**src/rtl/ble_rx_pkg.sv**
```systemverilog
// Shared types and constants for the BLE receive path: framer states, field sizes,
// popcount for the access-address correlator and the dewhitening LFSR step.
package ble_rx_pkg;

  localparam int   AA_WIDTH      = 32;
  localparam int   POP_W         = $clog2(AA_WIDTH + 1);
  localparam int   HDR_BYTES     = 2;
  localparam int   CRC_BYTES     = 3;
  localparam logic LFSR_INIT_MSB = 1'b1;

  typedef enum logic [1:0] {
    SEARCH = 2'd0,
    HEADER = 2'd1,
    BODY   = 2'd2
  } state_e;

  function automatic logic [POP_W-1:0] popcount_aa(input logic [AA_WIDTH-1:0] v);
    popcount_aa = '0;
    for (int i = 0; i < AA_WIDTH; i++) begin
      popcount_aa = popcount_aa + POP_W'(v[i]);
    end
  endfunction

  // x^7 + x^4 + 1: rotate left, feedback also folded into bit 4.
  function automatic logic [6:0] lfsr_next(input logic [6:0] l);
    lfsr_next    = {l[5:0], l[6]};
    lfsr_next[4] = l[3] ^ l[6];
  endfunction

endpackage

```
**src/rtl/ble_aa_correlator.sv**
```systemverilog
// Access-address correlator: LSB-first shift register and a Hamming-distance
// threshold compare evaluated on the register's next value.
module ble_aa_correlator
  import ble_rx_pkg::*;
(
  input  logic                clk,
  input  logic                rst,
  input  logic                shift_en,
  input  logic                clear,
  input  logic                bit_in,
  input  logic [AA_WIDTH-1:0] access_address,
  input  logic [2:0]          err_max,
  output logic                hit
);

  logic [AA_WIDTH-1:0] aa_sr_q, aa_sr_d;

  // NOTE: every always_comb output gets a default first so no path can infer a latch.
  always_comb begin
    aa_sr_d = clear ? '0 : aa_sr_q;
    if (shift_en) begin
      aa_sr_d = {bit_in, aa_sr_d[AA_WIDTH-1:1]};
    end
  end

  assign hit = shift_en &&
               (popcount_aa(aa_sr_d ^ access_address) <= {{(POP_W-3){1'b0}}, err_max});

  // NOTE: state updates use <= so all flops sample the same pre-edge values.
  always_ff @(posedge clk or negedge rst) begin
    if (!rst) begin
      aa_sr_q <= '0;
    end else begin
      aa_sr_q <= aa_sr_d;
    end
  end

endmodule

```
**src/rtl/ble_packet_framer.sv**
```systemverilog
// BLE packet framer: AA search, LSB-first byte assembly, length-driven framing.
// Define BLE_DEWHITEN_EN to dewhiten post-AA bits with the channel-seeded LFSR.
module ble_packet_framer
  import ble_rx_pkg::*;
(
  input  logic                clk,
  input  logic                rst,
  input  logic                en,
  input  logic                bit_in,
  input  logic                bit_valid,
  input  logic [AA_WIDTH-1:0] access_address,
  input  logic [2:0]          aa_err_max,
  input  logic [5:0]          chan_idx,
  output logic                aa_match,
  output logic [7:0]          byte_data,
  output logic                byte_valid,
  output logic                byte_last,
  output logic                pkt_busy
);

  localparam logic [8:0] LAST_OFFSET = 9'(HDR_BYTES + CRC_BYTES - 1);

  state_e     state_q, state_d;
  logic [2:0] bit_cnt_q, bit_cnt_d;
  logic [8:0] byte_cnt_q, byte_cnt_d;
  logic [7:0] len_q, len_d;
  logic [7:0] shift_q, shift_d;
  logic [7:0] byte_data_q, byte_data_d;
  logic       aa_match_q, aa_match_d;
  logic       byte_valid_q, byte_valid_d;
  logic       byte_last_q, byte_last_d;
  logic       data_bit, aa_shift, aa_clear, aa_hit;

  // The correlator only runs in SEARCH, so a mid-packet AA pattern cannot re-sync.
  assign aa_shift = en && bit_valid && (state_q == SEARCH);

  ble_aa_correlator u_corr (
    .clk            (clk),
    .rst            (rst),
    .shift_en       (aa_shift),
    .clear          (aa_clear),
    .bit_in         (bit_in),
    .access_address (access_address),
    .err_max        (aa_err_max),
    .hit            (aa_hit)
  );

`ifdef BLE_DEWHITEN_EN
  logic [6:0] lfsr_q, lfsr_d;

  assign data_bit = bit_in ^ lfsr_q[6];

  always_comb begin
    lfsr_d = lfsr_q;
    if (aa_hit) begin
      lfsr_d = {LFSR_INIT_MSB, chan_idx};
    end else if (en && bit_valid && (state_q != SEARCH)) begin
      lfsr_d = lfsr_next(lfsr_q);
    end
  end

  always_ff @(posedge clk or negedge rst) begin
    if (!rst) begin
      lfsr_q <= '0;
    end else begin
      lfsr_q <= lfsr_d;
    end
  end
`else
  logic chan_idx_unused;
  assign chan_idx_unused = ^chan_idx;
  assign data_bit        = bit_in;
`endif

  always_comb begin
    state_d      = state_q;
    bit_cnt_d    = bit_cnt_q;
    byte_cnt_d   = byte_cnt_q;
    len_d        = len_q;
    shift_d      = shift_q;
    byte_data_d  = byte_data_q;
    aa_match_d   = 1'b0;
    byte_valid_d = 1'b0;
    byte_last_d  = 1'b0;
    aa_clear     = 1'b0;

    if (!en) begin
      state_d    = SEARCH;
      bit_cnt_d  = '0;
      byte_cnt_d = '0;
      len_d      = '0;
      shift_d    = '0;
      aa_clear   = 1'b1;
    end else if (state_q == SEARCH) begin
      if (aa_hit) begin
        aa_match_d = 1'b1;
        state_d    = HEADER;
        bit_cnt_d  = '0;
        byte_cnt_d = '0;
        shift_d    = '0;
      end
    end else if (bit_valid) begin
      shift_d   = {data_bit, shift_q[7:1]};
      bit_cnt_d = bit_cnt_q + 3'd1;
      if (bit_cnt_q == 3'd7) begin
        byte_valid_d = 1'b1;
        byte_data_d  = shift_d;
        byte_cnt_d   = byte_cnt_q + 9'd1;
        if (state_q == HEADER) begin
          if (byte_cnt_q == 9'(HDR_BYTES - 1)) begin
            len_d   = shift_d;
            state_d = BODY;
          end
        end else if (byte_cnt_q == {1'b0, len_q} + LAST_OFFSET) begin
          // Final CRC byte: drop back to SEARCH with a clean correlator.
          byte_last_d = 1'b1;
          state_d     = SEARCH;
          byte_cnt_d  = '0;
          len_d       = '0;
          aa_clear    = 1'b1;
        end
      end
    end
  end

  always_ff @(posedge clk or negedge rst) begin
    if (!rst) begin
      state_q      <= SEARCH;
      bit_cnt_q    <= '0;
      byte_cnt_q   <= '0;
      len_q        <= '0;
      shift_q      <= '0;
      byte_data_q  <= '0;
      aa_match_q   <= 1'b0;
      byte_valid_q <= 1'b0;
      byte_last_q  <= 1'b0;
    end else begin
      state_q      <= state_d;
      bit_cnt_q    <= bit_cnt_d;
      byte_cnt_q   <= byte_cnt_d;
      len_q        <= len_d;
      shift_q      <= shift_d;
      byte_data_q  <= byte_data_d;
      aa_match_q   <= aa_match_d;
      byte_valid_q <= byte_valid_d;
      byte_last_q  <= byte_last_d;
    end
  end

  assign aa_match   = aa_match_q;
  assign byte_data  = byte_data_q;
  assign byte_valid = byte_valid_q;
  assign byte_last  = byte_last_q;
  assign pkt_busy   = (state_q == HEADER) || (state_q == BODY);

endmodule
```
**config.mk**
```make
export PLATFORM = sky130hd
export DESIGN_NAME = ble_packet_framer
export DESIGN_NICKNAME = d
export VERILOG_FILES = /design/src/rtl/ble_rx_pkg.sv /design/src/rtl/ble_aa_correlator.sv /design/src/rtl/ble_packet_framer.sv
export SDC_FILE = /design/constraint.sdc
export NUM_CORES = 1
export LEC_CHECK = 0
export BUFFER_PORTS_ARGS = -buffer_cell sky130_fd_sc_hd__buf_2
export CAP_MARGIN = 20
export CORE_AREA = 2 2 88 90
export CTS_CLUSTER_DIAMETER = 30
export DETAILED_ROUTE_END_ITERATION = 10
export DIE_AREA = 0 0 90 92
export PLACE_DENSITY = 0.94
export SLEW_MARGIN = 0
export SYNTH_ARGS = -nofsm -noshare
export SYNTH_HDL_FRONTEND = slang
export SYNTH_HIERARCHICAL = 1
export SYNTH_SLANG_ARGS = --single-unit
```
**constraint.sdc**
```tcl
create_clock -name clk -period 17.5 [get_ports clk]
set_input_delay 0.875 -clock clk [delete_from_list [all_inputs] [get_ports clk]]
set_output_delay 0.875 -clock clk [all_outputs]
set_load 0.005 [all_outputs]
```
; Word level (Yosys, flattened, before mapping)
; Index checks and enable logic that the tools add are counted.
[word_totals]
out_inout_bits = 12
register_bits = 73
[classes]
bitwise_logic = 2
eq_ne = 15
add_sub_neg = 34
order_cmp = 1
mux = 46
n_reduce_logical = 10
[op_table]
columns = cell, count
row1 = $add 6x1->6, 30
row2 = $mux 8, 11
row3 = $mux 32, 2
row4 = $mux 9, 7
row5 = $xor 32x32->32, 1
row6 = $mux 2, 8
row7 = $mux 1, 14
row8 = $mux 3, 4
row9 = $reduce_and 5->1, 2
row10 = $add 8x3->9 const B, 1
row11 = $add 9x1->9 const B, 1
row12 = $eq 9x1->1 const B, 1
row13 = $eq 9x9->1, 1
row14 = $ne 3x1->1 const B, 3
row15 = $le 6x3->1, 1
row16 = $ne 2x1->1 const B, 2
row17 = $ne 4x1->1 const B, 1
row18 = $ne 4x3->1 const B, 1
row19 = $reduce_and 4->1, 1
row20 = $add 3x1->3 const B, 1
row21 = $eq 3x3->1 const B, 1
row22 = $logic_and 1x1->1, 3
row23 = $ne 3x2->1 const B, 1
row24 = $ne 3x3->1 const B, 1
row25 = 9 further kinds, 9

; Depth between registers and ports, before layout
[depth]
ltp_word = 47
ltp_mapped = 32
depth_no_buf = 30

; Cells and area by module
; The synthesis kept the hierarchy.
[by_module_without_submodules]
columns = mod, cells_per_inst, area_each_um2, instances
row1 = ble_aa_correlator, 207, 2361.0, 1
row2 = ble_packet_framer, 224, 2167.1, 1

; Worst setup path before layout
; Ideal clock, no wire load.
[synth_path]
kind = input port to flip-flop
start = input port bit_valid
end = register byte_cnt_q[0]
required_time_ps = 17375
setup_ps = 125
arrival_time_ps = 8019
setup_slack_ps = 9356
path_buffers = 3
cell_stages = 26
cell_sequence = buf_4 nor2b_1 nand2_1 o21ai_0 clkbuf_1 nor2_1 xnor2_1 fa_1 fa_1 inv_1 fa_1 inv_1 fa_1 fa_1 fa_1 fa_1 inv_1 fa_1 ha_1 and3_1 a21oi_1 a2111oi_2 clkbuf_1 nand2_1 and3_1 mux2_2
[synth_between]
word_cells_on_any_way = 44
cone_classes = 31 x add/sub / 1 x order compare / 2 x eq/ne / 5 x mux / 1 x bitwise / 4 x reduce/logical
[synth_rtl]
columns = element, line
row1 = start: declaration, ble_packet_framer.sv:10  ; input logic bit_valid,
row2 = $mux 1, ble_packet_framer.sv:102  ; end else if (bit_valid) begin
row3 = $mux 1, ble_packet_framer.sv:94  ; end else if (state_q == SEARCH) begin
row4 = $mux 1, ble_packet_framer.sv:87  ; if (!en) begin
row5 = net aa_clear, ble_packet_framer.sv:32  ; logic data_bit, aa_shift, aa_clear, aa_hit;
row6 = $mux 32, ble_aa_correlator.sv:20  ; aa_sr_d = clear ? '0 : aa_sr_q;
row7 = $mux 32, ble_aa_correlator.sv:21  ; if (shift_en) begin
row8 = net u_corr.aa_sr_d[19], ble_aa_correlator.sv:16  ; logic [AA_WIDTH-1:0] aa_sr_q, aa_sr_d;
row9 = $xor 32x32->32, ble_aa_correlator.sv:27  ; (popcount_aa(aa_sr_d ^ access_address) <= {{(POP_W-3){1'b0}}, err_max});
row10 = $add 6x1->6 (13 in a row), ble_rx_pkg.sv:20  ; popcount_aa = popcount_aa + POP_W'(v[i]);
row11 = $le 6x3->1, ble_aa_correlator.sv:27
row12 = $logic_and 1x1->1, ble_aa_correlator.sv:26  ; assign hit = shift_en &&
row13 = net aa_hit, ble_packet_framer.sv:32
row14 = $ne 3x3->1 (no source line), n/a
row15 = $reduce_and 3->1 (no source line), n/a
row16 = end signal: assignment, ble_packet_framer.sv:140  ; byte_cnt_q <= byte_cnt_d;
row17 = end: declaration, ble_packet_framer.sv:25  ; logic [8:0] byte_cnt_q, byte_cnt_d;
; The timed path passes the listed nets, and every way through them passes these cells.
; A chain may end at the register's enable or synchronous reset.

; Worst setup path after layout
[layout_path]
start = register state_q[1]
end = register state_q[1]
[layout_between]
word_cells_on_any_way = 55
cone_classes = 31 x add/sub / 1 x order compare / 6 x eq/ne / 12 x mux / 1 x bitwise / 4 x reduce/logical
[layout_rtl]
columns = element, line
row1 = start: declaration, ble_packet_framer.sv:23  ; state_e state_q, state_d;
row2 = start signal: assignment, ble_packet_framer.sv:138  ; state_q <= state_d;
row3 = $logic_not 2->1, ble_packet_framer.sv:35  ; assign aa_shift = en && bit_valid && (state_q == SEARCH);
row4 = $logic_and 1x1->1, ble_packet_framer.sv:35
row5 = net aa_shift, ble_packet_framer.sv:32
row6 = $mux 32, ble_aa_correlator.sv:21
row7 = net u_corr.aa_sr_d[19], ble_aa_correlator.sv:16
row8 = $xor 32x32->32, ble_aa_correlator.sv:27
row9 = $add 6x1->6 (13 in a row), ble_rx_pkg.sv:20
row10 = $le 6x3->1, ble_aa_correlator.sv:27
row11 = $logic_and 1x1->1, ble_aa_correlator.sv:26
row12 = net aa_hit, ble_packet_framer.sv:32
row13 = $ne 3x3->1 (no source line), n/a
row14 = $reduce_and 5->1 (no source line), n/a
; The timed path passes the listed nets, and every way through them passes these cells. The select of a mux whose other input is x is not followed.

==> results.toml <==
[hold_path]
holdCritPathClass = "flip-flop to flip-flop"
holdPathStages = 2

[global_route]
antenna_found_initial = 0
grt_max_degree = 73
gr-total-overflow = 0
grt_pass1_vias = 3384
grt_first_pass_wirelength_microns = 15590
grtUsageTotal_pct = 23.87

[worst_setup_path]
cp_data_required_time_ns = 17.75
critPathLaunchType = "flip-flop"
worstRegToRegCells = 26
crit_arrival_ns = 9.11
critPathSlowestCell = "and3_2"
critPathMostFrequentCell = "fa_1"
crit_type = "flip-flop to flip-flop"
crit_path_end_kind = "flip-flop"
cpPeakStageDelay_ns = 0.95
critPathMaxFanout = 34

[yosys]
synthTopCellsByArea = "dfrtp_1 (40%), fa_1 (11%), mux2i_1 (8.4%)"
synth_edf_count = 0
avgSynthCellArea_sq_um = 10.51
yosys.cell_types.count = 49
yosys-top-cells-count = "dfrtp_1 (72), inv_1 (42), mux2i_1 (38)"
yosys_warnings = 6
ys_async_sr_fraction_pct = 100.0
synth_top_area_share_pct = 39.79
synth_ff_type = "dfrtp_1"
yosys.area.top_type = "dfrtp_1"
syn-cell-area_sq_um = 4528
ys_seq_elements = 72
synth-seq-area-share_pct = 39.79
synth_most_common_cell = "dfrtp_1"
syn_nets = 520
synthCells = 431

[power]
ir_drop_mv = 0.1375
internal_power_w = 0.0003830
powerDensity_nw_per_um2 = 127.3
leakagePower_nw = 2.355
pwr-share-comb_pct = 53.1
p_switching_w = 0.0002576
p_sw_share_pct = 40.21
total_power_w = 0.0006405
sequentialPowerShare_pct = 26.5
p_clk_share_pct = 20.4

[sta]
fin_tns_setup_ns = 0
hold_violations = 0
skew_ns = 0.005407
worst_pin_slew_ns = 0.9341
rsz0062_at_grt = "false"
slew_headroom_pct = 37.73
max_freq_mhz = 112.9
hold_ws_ns = 0.4862
period_minus_slack_ns = 8.859
fin_crit_sh_pct = 50.62
setup_viol = 0
slew_violations = 0
fin_ws_ns = 8.641

[layout]
drive_gt1_share_pct = 16.56
postLayoutCoreUtil_pct = 67.57
final_nets = 567
area_growth_pct = 11.14
diodes = 0

[clocking]
clock_sinks = 72
post_cts_buffers = 0
cts_made_buffers = 9
clk_pin_slew_worst_paths_ns = 0.08
ctsRootBufferMaster = "clkbuf_8"
cts_tree = "done"
cts_resized = 0
cts_htree_levels = 3
holdBufCountCts = 0
cts.path.max_buffers = 2
clk_latency_ns = 0.35

[drt]
via_count = 3273
first_pass_iters = 5
routed_wirelength_microns = 9118
ant_nets = 0
drt_iter0_drc = 198
post-route-drc-count = 0
wl_per_cell_microns = 15.59
avgViaCountPerCell = 5.595

[floorplanning]
core_area_sq_um = 7447
die-width_microns = 90
die_y_microns = 92
die_area_sq_um = 8280
std_cell_rows = 32
initial_core_util_pct = 60.80
ios = 58

[job]
max_cap_viol_count = 0

[placed_design]
io_buffer_count = 51
pre_cts_ws_ns = 8.068
place_congestion = 0.8478
dp_hpwl_microns = 6735

[outcome]
run_status = "complete, no violations"
-- power by group through the flow --
stage | clock network (W) | registers [W] | logic [W]
after CTS | 0.000133 | 0.000170 | 0.000339
after detailed placement | 0 | 0.000173 | 0.000329
after global placement | 0 | 0.000173 | 0.000290
final | 0.000131 | 0.000170 | 0.000340
after global routing | 0.000140 | 0.000170 | 0.000383
after floorplan | 0 | 0.000173 | 0.000241
-- worst paths after layout --
| check | from | slack [ns] | to |
|---|---|---|---|
| min in group asynchronous | rst | 0.74 | byte_cnt_q[7]$_DFFE_PN0P_ |
| hold reg to reg | byte_data[4]$_DFFE_PN0P_ | 0.49 | byte_data[4]$_DFFE_PN0P_ |
| setup / recovery | state_q[1]$_DFFE_PN0P_ | 8.64 | state_q[1]$_DFFE_PN0P_ |
| hold / removal | byte_data[4]$_DFFE_PN0P_ | 0.49 | byte_data[4]$_DFFE_PN0P_ |
| max in group asynchronous | rst | 16.20 | shift_q[3]$_DFFE_PN0P_ |
| setup reg to reg | state_q[1]$_DFFE_PN0P_ | 8.64 | state_q[1]$_DFFE_PN0P_ |
-- final cells by class --
type                       instances  area [sq um]
clock buffer                      10         127.6
clock inverter                     6         68.82
fill                             582          2415
inverter                          42         157.7
multi-input combinational        299          2471
sequential                        72          1802
tap                              102         127.6
timing repair buffer              54         277.8
-- cell usage in the layout (no fill, tap or decap), types with 2 or more instances in the layout --
cell,n
nor2_1,36
clkinvlp_4,4
nand2_1,30
a22oi_1,2
ha_1,19
fa_1,24
nand3b_1,2
o22ai_1,15
nand3_1,7
and2_1,10
and3_1,7
nand2b_1,2
xor2_1,8
dfrtp_1,72
or2b_1,3
xnor2_1,36
nor2b_1,4
buf_2,51
mux2i_1,38
nand4_1,2
clkbuf_8,9
a31oi_1,6
nor3_1,3
a21oi_1,9
buf_4,2
o21ai_0,12
inv_1,42
-- metal layers --
metal	track usage (%)	share of wire (%)
met5	0	0
met3	5.916	5.4
met4	7.564	2.3
met1	29.50	39
met2	41.54	54
-- critical path, delay by kind of cell (launching register included) --
kind            cells  cell delay (ns)
xor+xnor            1             0.24
compound gates      3             0.57
flops               1             0.39
simple gates        6             1.78
mux                 1             0.30
buf+inv             5             0.59
fa+ha+maj          10             4.89
-- flip-flops by register name (all words and copies together), names as in the netlist --
name,flops
shift_q,7
u_corr/aa_sr_q,32
byte_data,8
bit_cnt_q,3
byte_cnt_q,9
state_q,2
aa_match,1
byte_valid,1
len_q,8
byte_last,1
-- logic make-up (layout without fill, tap and decap cells) --
group	Yosys count	count (layout)	share of synthesized area, %
buffers and inverters	60	112	5.747
AOI/OAI and AO/OA	57	57	8.621
and+or+nand+nor	116	116	12.82
muxes	39	39	8.649
DFF	72	72	39.79
adders and majority gates	43	43	15.86
xor gates and xnor gates	44	44	8.511
-- through the flow --
step / area, sq um / cells
floorplan: 4528 / 431
global placement: 4828 / 568
detailed placement: 4828 / 568
CTS: 5025 / 584
global route: 5032 / 585
finish: 5032 / 585
No activity file was read; power rests on OpenSTA's default activity.
